<file path="src/rtl/regfile_dump_reader.sv">
// Walks a combinational regfile read port from register 0 to NUM_REGS-1.
// Each captured (addr, data) pair is streamed out over a valid/ready interface.
module regfile_dump_reader #(
    parameter int unsigned DATA_W   = 32,
    parameter int unsigned ADDR_W   = 5,
    parameter int unsigned NUM_REGS = 32
) (
    input  logic              clk,
    input  logic              rst,
    input  logic              start,
    input  logic              abort,
    output logic [ADDR_W-1:0] raddr,
    input  logic [DATA_W-1:0] rdata,
    output logic              out_valid,
    input  logic              out_ready,
    output logic [ADDR_W-1:0] out_addr,
    output logic [DATA_W-1:0] out_data,
    output logic              busy,
    output logic              done
);

    typedef enum logic [1:0] {StIdle, StCapture, StHold, StDone} state_e;

    localparam logic [ADDR_W-1:0] LastAddr = ADDR_W'(NUM_REGS - 1);

    state_e            state_q, state_d;
    logic [ADDR_W-1:0] raddr_q, raddr_d;
    logic [ADDR_W-1:0] out_addr_q, out_addr_d;
    logic [DATA_W-1:0] out_data_q, out_data_d;
    logic              out_valid_q, out_valid_d;
    logic              accept;

    assign accept = out_valid_q & out_ready;

    always_comb begin
        state_d     = state_q;
        raddr_d     = raddr_q;
        out_addr_d  = out_addr_q;
        out_data_d  = out_data_q;
        out_valid_d = out_valid_q;

        unique case (state_q)
            StIdle: begin
                raddr_d = '0;
                if (start) begin
                    state_d = StCapture;
                end
            end
            StCapture: begin
                out_data_d  = rdata;
                out_addr_d  = raddr_q;
                out_valid_d = 1'b1;
                state_d     = StHold;
            end
            StHold: begin
                if (accept) begin
                    out_valid_d = 1'b0;
                    if (out_addr_q == LastAddr) begin
                        state_d = StDone;
                    end else begin
                        // Advance only on acceptance, so no register is read twice.
                        raddr_d = raddr_q + ADDR_W'(1);
                        state_d = StCapture;
                    end
                end
            end
            StDone: begin
                raddr_d = '0;
                state_d = StIdle;
            end
            default: begin
                state_d = StIdle;
            end
        endcase

        // Abort overrides every state, including a start seen in idle.
        if (abort) begin
            state_d     = StIdle;
            out_valid_d = 1'b0;
            raddr_d     = '0;
        end
    end

    always_ff @(posedge clk) begin
        if (rst) begin
            state_q     <= StIdle;
            raddr_q     <= '0;
            out_addr_q  <= '0;
            out_data_q  <= '0;
            out_valid_q <= 1'b0;
        end else begin
            state_q     <= state_d;
            raddr_q     <= raddr_d;
            out_addr_q  <= out_addr_d;
            out_data_q  <= out_data_d;
            out_valid_q <= out_valid_d;
        end
    end

    assign raddr     = raddr_q;
    assign out_addr  = out_addr_q;
    assign out_data  = out_data_q;
    assign out_valid = out_valid_q;
    assign busy      = (state_q != StIdle);
    assign done      = (state_q == StDone);

endmodule

</file>
<file path="config.mk">
export PLATFORM = sky130hd
export DESIGN_NAME = regfile_dump_reader
export DESIGN_NICKNAME = d
export VERILOG_FILES = /design/src/rtl/regfile_dump_reader.sv
export SDC_FILE = /design/constraint.sdc
export NUM_CORES = 1
export LEC_CHECK = 0
export CAP_MARGIN = 20
export CELL_PAD_IN_SITES_DETAIL_PLACEMENT = 1
export CELL_PAD_IN_SITES_GLOBAL_PLACEMENT = 1
export CORE_MARGIN = 2
export CORE_UTILIZATION = 32
export CTS_CLUSTER_DIAMETER = 100
export DETAILED_ROUTE_END_ITERATION = 8
export GPL_ROUTABILITY_DRIVEN = 0
export MAX_ROUTING_LAYER = met4
export PLACE_DENSITY_LB_ADDON = 0.1
export REMOVE_ABC_BUFFERS = 1
export SLEW_MARGIN = 40
export SYNTH_ARGS = -nofsm -noshare
export SYNTH_HDL_FRONTEND = slang
export SYNTH_SLANG_ARGS = --single-unit
</file>
<file path="constraint.sdc">
create_clock -name clk -period 3.7 [get_ports clk]
set_input_delay 0.37 -clock clk [delete_from_list [all_inputs] [get_ports clk]]
set_output_delay 0.37 -clock clk [all_outputs]
set_load 0.005 [all_outputs]
</file>
==> flow_summary_export.csv <==
group,metric,value,unit
outcome,outcome,"completed",
synthesis,synth.mux.area_fraction,21.6,%
clock_tree,clkSlewWorstSetupHoldPaths,80,ps
routing,drt_drc_violations_left,0,
routing,drt-wirelength-per-cell,13.7,µm
clock_tree,numClockSinks,45,
global_route,groute.usage.overall,15.4,%
min_path,hold_path_startpoint,"out_data[1]$_SDFFE_PP0P_",
routing,final_antenna_net_count,0,
clock_tree,cts_max_path_buffers,2,
worst_setup_path,maximum_fanout_along_the_worst_path,5,
synthesis,yosysWarningCount,0,
routing,drt-initial-drc-count,45,
sta,timing.final.setup_violations,0,
floorplan,cell_row_count,27,
cells_and_area,drive_gt1_share,6.25,%
cells_and_area,nets,297,
synthesis,synth_top_family_by_area,"multiplexers",
cells_and_area,insertedDiodeCount,0,
sta,layout_min_cycle_time,1950,ps
power,finalPower,958,µW
sta,slew_headroom,57.8,%
floorplan,fp.dieH,78.2,µm
synthesis,yosys.area.top_type,"sky130_fd_sc_hd__dfxtp_1",
clock_tree,tritoncts.num_buffers,5,
sta,hold-worst-slack,496,ps
floorplan,dieArea,6110,µm²
worst_setup_path,most_numerous_cell_on_the_critical_path,"sky130_fd_sc_hd__inv_1",
worst_setup_path,startpoint,"state_q[0]$_SDFFE_PP0P_",
synthesis,mappedNetlistArea,1760,µm²
sta,layout_worst_path_cycle_share,52.6,%
clock_tree,cts_tree,"done",
cells_and_area,finalCoreUtilization,50.4,%
synthesis,post_synth_num_cell_types,25,
worst_setup_path,setup.worst_path.class,"reg -> out",
power,intPower,727,µW
worst_setup_path,critPathRequiredTime,3330,ps
floorplan,initial_utilization,32.6,%
place,total_of_buffers_placed_on_input_and_output_ports,81,
synthesis,synth.cells.most_frequent,"sky130_fd_sc_hd__dfxtp_1, sky130_fd_sc_hd__nor2_1, sky130_fd_sc_hd__mux2i_1",
clock_tree,cts-root-buf,"sky130_fd_sc_hd__clkbuf_8",
clock_tree,hold_buffers,0,
power,comb_power_share,15.8,%
synthesis,synth-seq-cells,45,
clock_tree,clock_insertion_delay_worst_skew,290,ps
sta,fin_worst_skew,9.19,ps
synthesis,synth-simple-area-share,13.9,%
floorplan,core_area,5410,µm²
sta,worst-slew-pin-transition,633,ps
synthesis,synth-async-reset-ratio,0,%
global_route,grt_antenna_before_repair,0,
routing,drtPass1Iterations,4,
worst_setup_path,startpoint_type_of_the_worst_setup_path,"flip-flop",
min_path,timing.hold.worst.class,"reg -> reg",
worst_setup_path,sequence_of_cells_on_the_critical_path,"inv_1 -> ha_1 -> inv_1 -> clkdlybuf4s50_1",
clock_tree,post_cts.repair.setup_buffers,0,
clock_tree,ctsHtreeMaxLevel,2,
synthesis,synth_compound_gate_area_share,6.75,%
routing,wirelength,4.48,mm
clock_tree,ctsResizeCount,0,
synthesis,most_common_cell_in_the_synthesized_netlist,"sky130_fd_sc_hd__dfxtp_1",
synthesis,post_synth.cell_area_avg,10.1,µm²
sta,tns,0,ps
sta,finalMaxSlewViolations,0,
sta,grt_setup_unrepaired,"false",
power,vdd_drop_max,204,µV
power,netSwitchingPower,231,µW
worst_setup_path,critPathCaptureType,"output pin",
worst_setup_path,path_buf_inv,3,
synthesis,synth-adder-area-share,3.55,%
power,power.share.sequential,53.4,%
sta,max_freq,514,MHz
floorplan,fp.dieW,78.2,µm
worst_setup_path,cp_top_family,"buffers and inverters",
routing,vias_per_cell,4.63,
run,maxCapViolations,0,
global_route,grt_max_degree,39,
worst_setup_path,worst_r2r_startpoint,"state_q[0]$_SDFFE_PP0P_",
synthesis,synth_area_leaders,"sky130_fd_sc_hd__dfxtp_1, sky130_fd_sc_hd__mux2i_1, sky130_fd_sc_hd__nor2_1",
place,post-dp-hpwl,3.28,mm
global_route,grt.overflow.total,0,
worst_setup_path,worst_ep_arrival_time,1580,ps
cells_and_area,nFillCells,616,
cells_and_area,areaGrowthSynthToFinish,54.7,%
power,cellPowerDensity,352,nW/µm²
floorplan,boundaryPins,82,
synthesis,xor_xnor_share_of_the_synthesized_area,0,%
worst_setup_path,crit_path_max_incr_delay,490,ps
global_route,grt_pass1_vias,1555,
synthesis,synth_cells,174,
power,power_switching_share,24.1,%
synthesis,netlist.area_leader.share,51.2,%
routing,vias,1519,
synthesis,postSynth.topFlopCell,"sky130_fd_sc_hd__dfxtp_1",
worst_setup_path,worst_path_max_delay_cell,"sky130_fd_sc_hd__clkdlybuf4s50_1",
global_route,wire_length_of_the_first_global_routing_pass,7.25,mm
sta,final-hold-violation-count,0,
synthesis,synth_seq_area_share,51.2,%
power,clock_power_share,30.7,%
synthesis,edff_count_synth,0,
power,p_leak,0.000991,µW
-- cells by family after synthesis --
| family | Yosys count |
|---|---|
| flops | 45 |
| simple gates | 58 |
| mux | 38 |
| compound gates | 15 |
| buf+inv | 13 |
| fa+ha+maj | 5 |
-- power by group through the flow --
stage	logic (µW)	clock network [µW]	registers, µW
2_1_floorplan	60.9	0	524
3_3_place_gp	152	0	523
3_5_place_dp	154	0	523
4_1_cts	154	308	512
5_1_grt	166	327	515
6_report	152	294	512
-- state kept, by name (all words and copies together) (netlist names) --
signal and count:
out_valid 1, raddr 5, out_addr 5, state_q 2
out_data 32
-- final timing paths --
path | cells after the start | end | slack (ps)
hold / removal | 2 | out_data[1]$_SDFFE_PP0P_ | 500
setup / recovery | 4 | busy | 1750
hold reg to reg | 2 | out_data[1]$_SDFFE_PP0P_ | 500
setup reg to reg | 6 | raddr[3]$_SDFFE_PP0P_ | 1770
-- worst register-to-register path, stage by stage, from the launching register on --
cell and delay [ps]:
sky130_fd_sc_hd__dfxtp_1 420, sky130_fd_sc_hd__inv_1 90, sky130_fd_sc_hd__ha_1 380, sky130_fd_sc_hd__inv_1 180
sky130_fd_sc_hd__o221ai_2 160, sky130_fd_sc_hd__or4_1 490, sky130_fd_sc_hd__o22ai_1 150
-- cells in the final DEF (no fill, tap or decap) --
master / count
sky130_fd_sc_hd__nor2_1: 42
sky130_fd_sc_hd__nand3_1: 3
sky130_fd_sc_hd__ha_2: 1
sky130_fd_sc_hd__o22ai_1: 2
sky130_fd_sc_hd__nand4_1: 1
sky130_fd_sc_hd__or4_1: 1
sky130_fd_sc_hd__o21a_1: 1
sky130_fd_sc_hd__nand4b_1: 1
sky130_fd_sc_hd__nor3_1: 1
sky130_fd_sc_hd__clkbuf_1: 1
sky130_fd_sc_hd__buf_4: 2
sky130_fd_sc_hd__o221a_2: 2
sky130_fd_sc_hd__o211a_1: 1
sky130_fd_sc_hd__o21ai_0: 1
sky130_fd_sc_hd__or2_2: 1
sky130_fd_sc_hd__clkinv_2: 2
sky130_fd_sc_hd__mux2i_1: 38
sky130_fd_sc_hd__o221ai_2: 1
sky130_fd_sc_hd__inv_1: 4
sky130_fd_sc_hd__and2b_2: 1
sky130_fd_sc_hd__or3_1: 1
sky130_fd_sc_hd__clkdlybuf4s50_1: 81
sky130_fd_sc_hd__ha_1: 4
sky130_fd_sc_hd__clkbuf_8: 5
sky130_fd_sc_hd__a21bo_4: 1
sky130_fd_sc_hd__a21oi_1: 6
sky130_fd_sc_hd__nand2_1: 6
sky130_fd_sc_hd__dfxtp_1: 45
-- per-stage QoR --
step                std cells  setup slack, ps  area [µm²]
floorplan                 165             1510        1720
global placement          320             1800        2640
detailed placement        320             1770        2640
CTS                       328             1740        2720
global route              328             1630        2720
finish                    328             1750        2720
-- cell type report --
type	count	area, µm²	share of cell area [%]
clock inverters	2	10.0	0.368
multi-input cells	116	808	29.7
repair buffers	83	826	30.3
inverters	4	15.0	0.551
clock buffers	6	72.6	2.67
well taps	72	90.1	3.31
flip-flops and latches	45	901	33.1
-- routing by layer --
layer / vias up / track usage, % / part of all wire [%]
li1: 747 / - / -
met1: 721 / 18.6 / 44
met2: 47 / 24.3 / 48
met3: 4 / 5.52 / 7.4
met4: 0 / 4.21 / 0.69
met5: - / - / 0
Power figures use the tool's default switching activity.
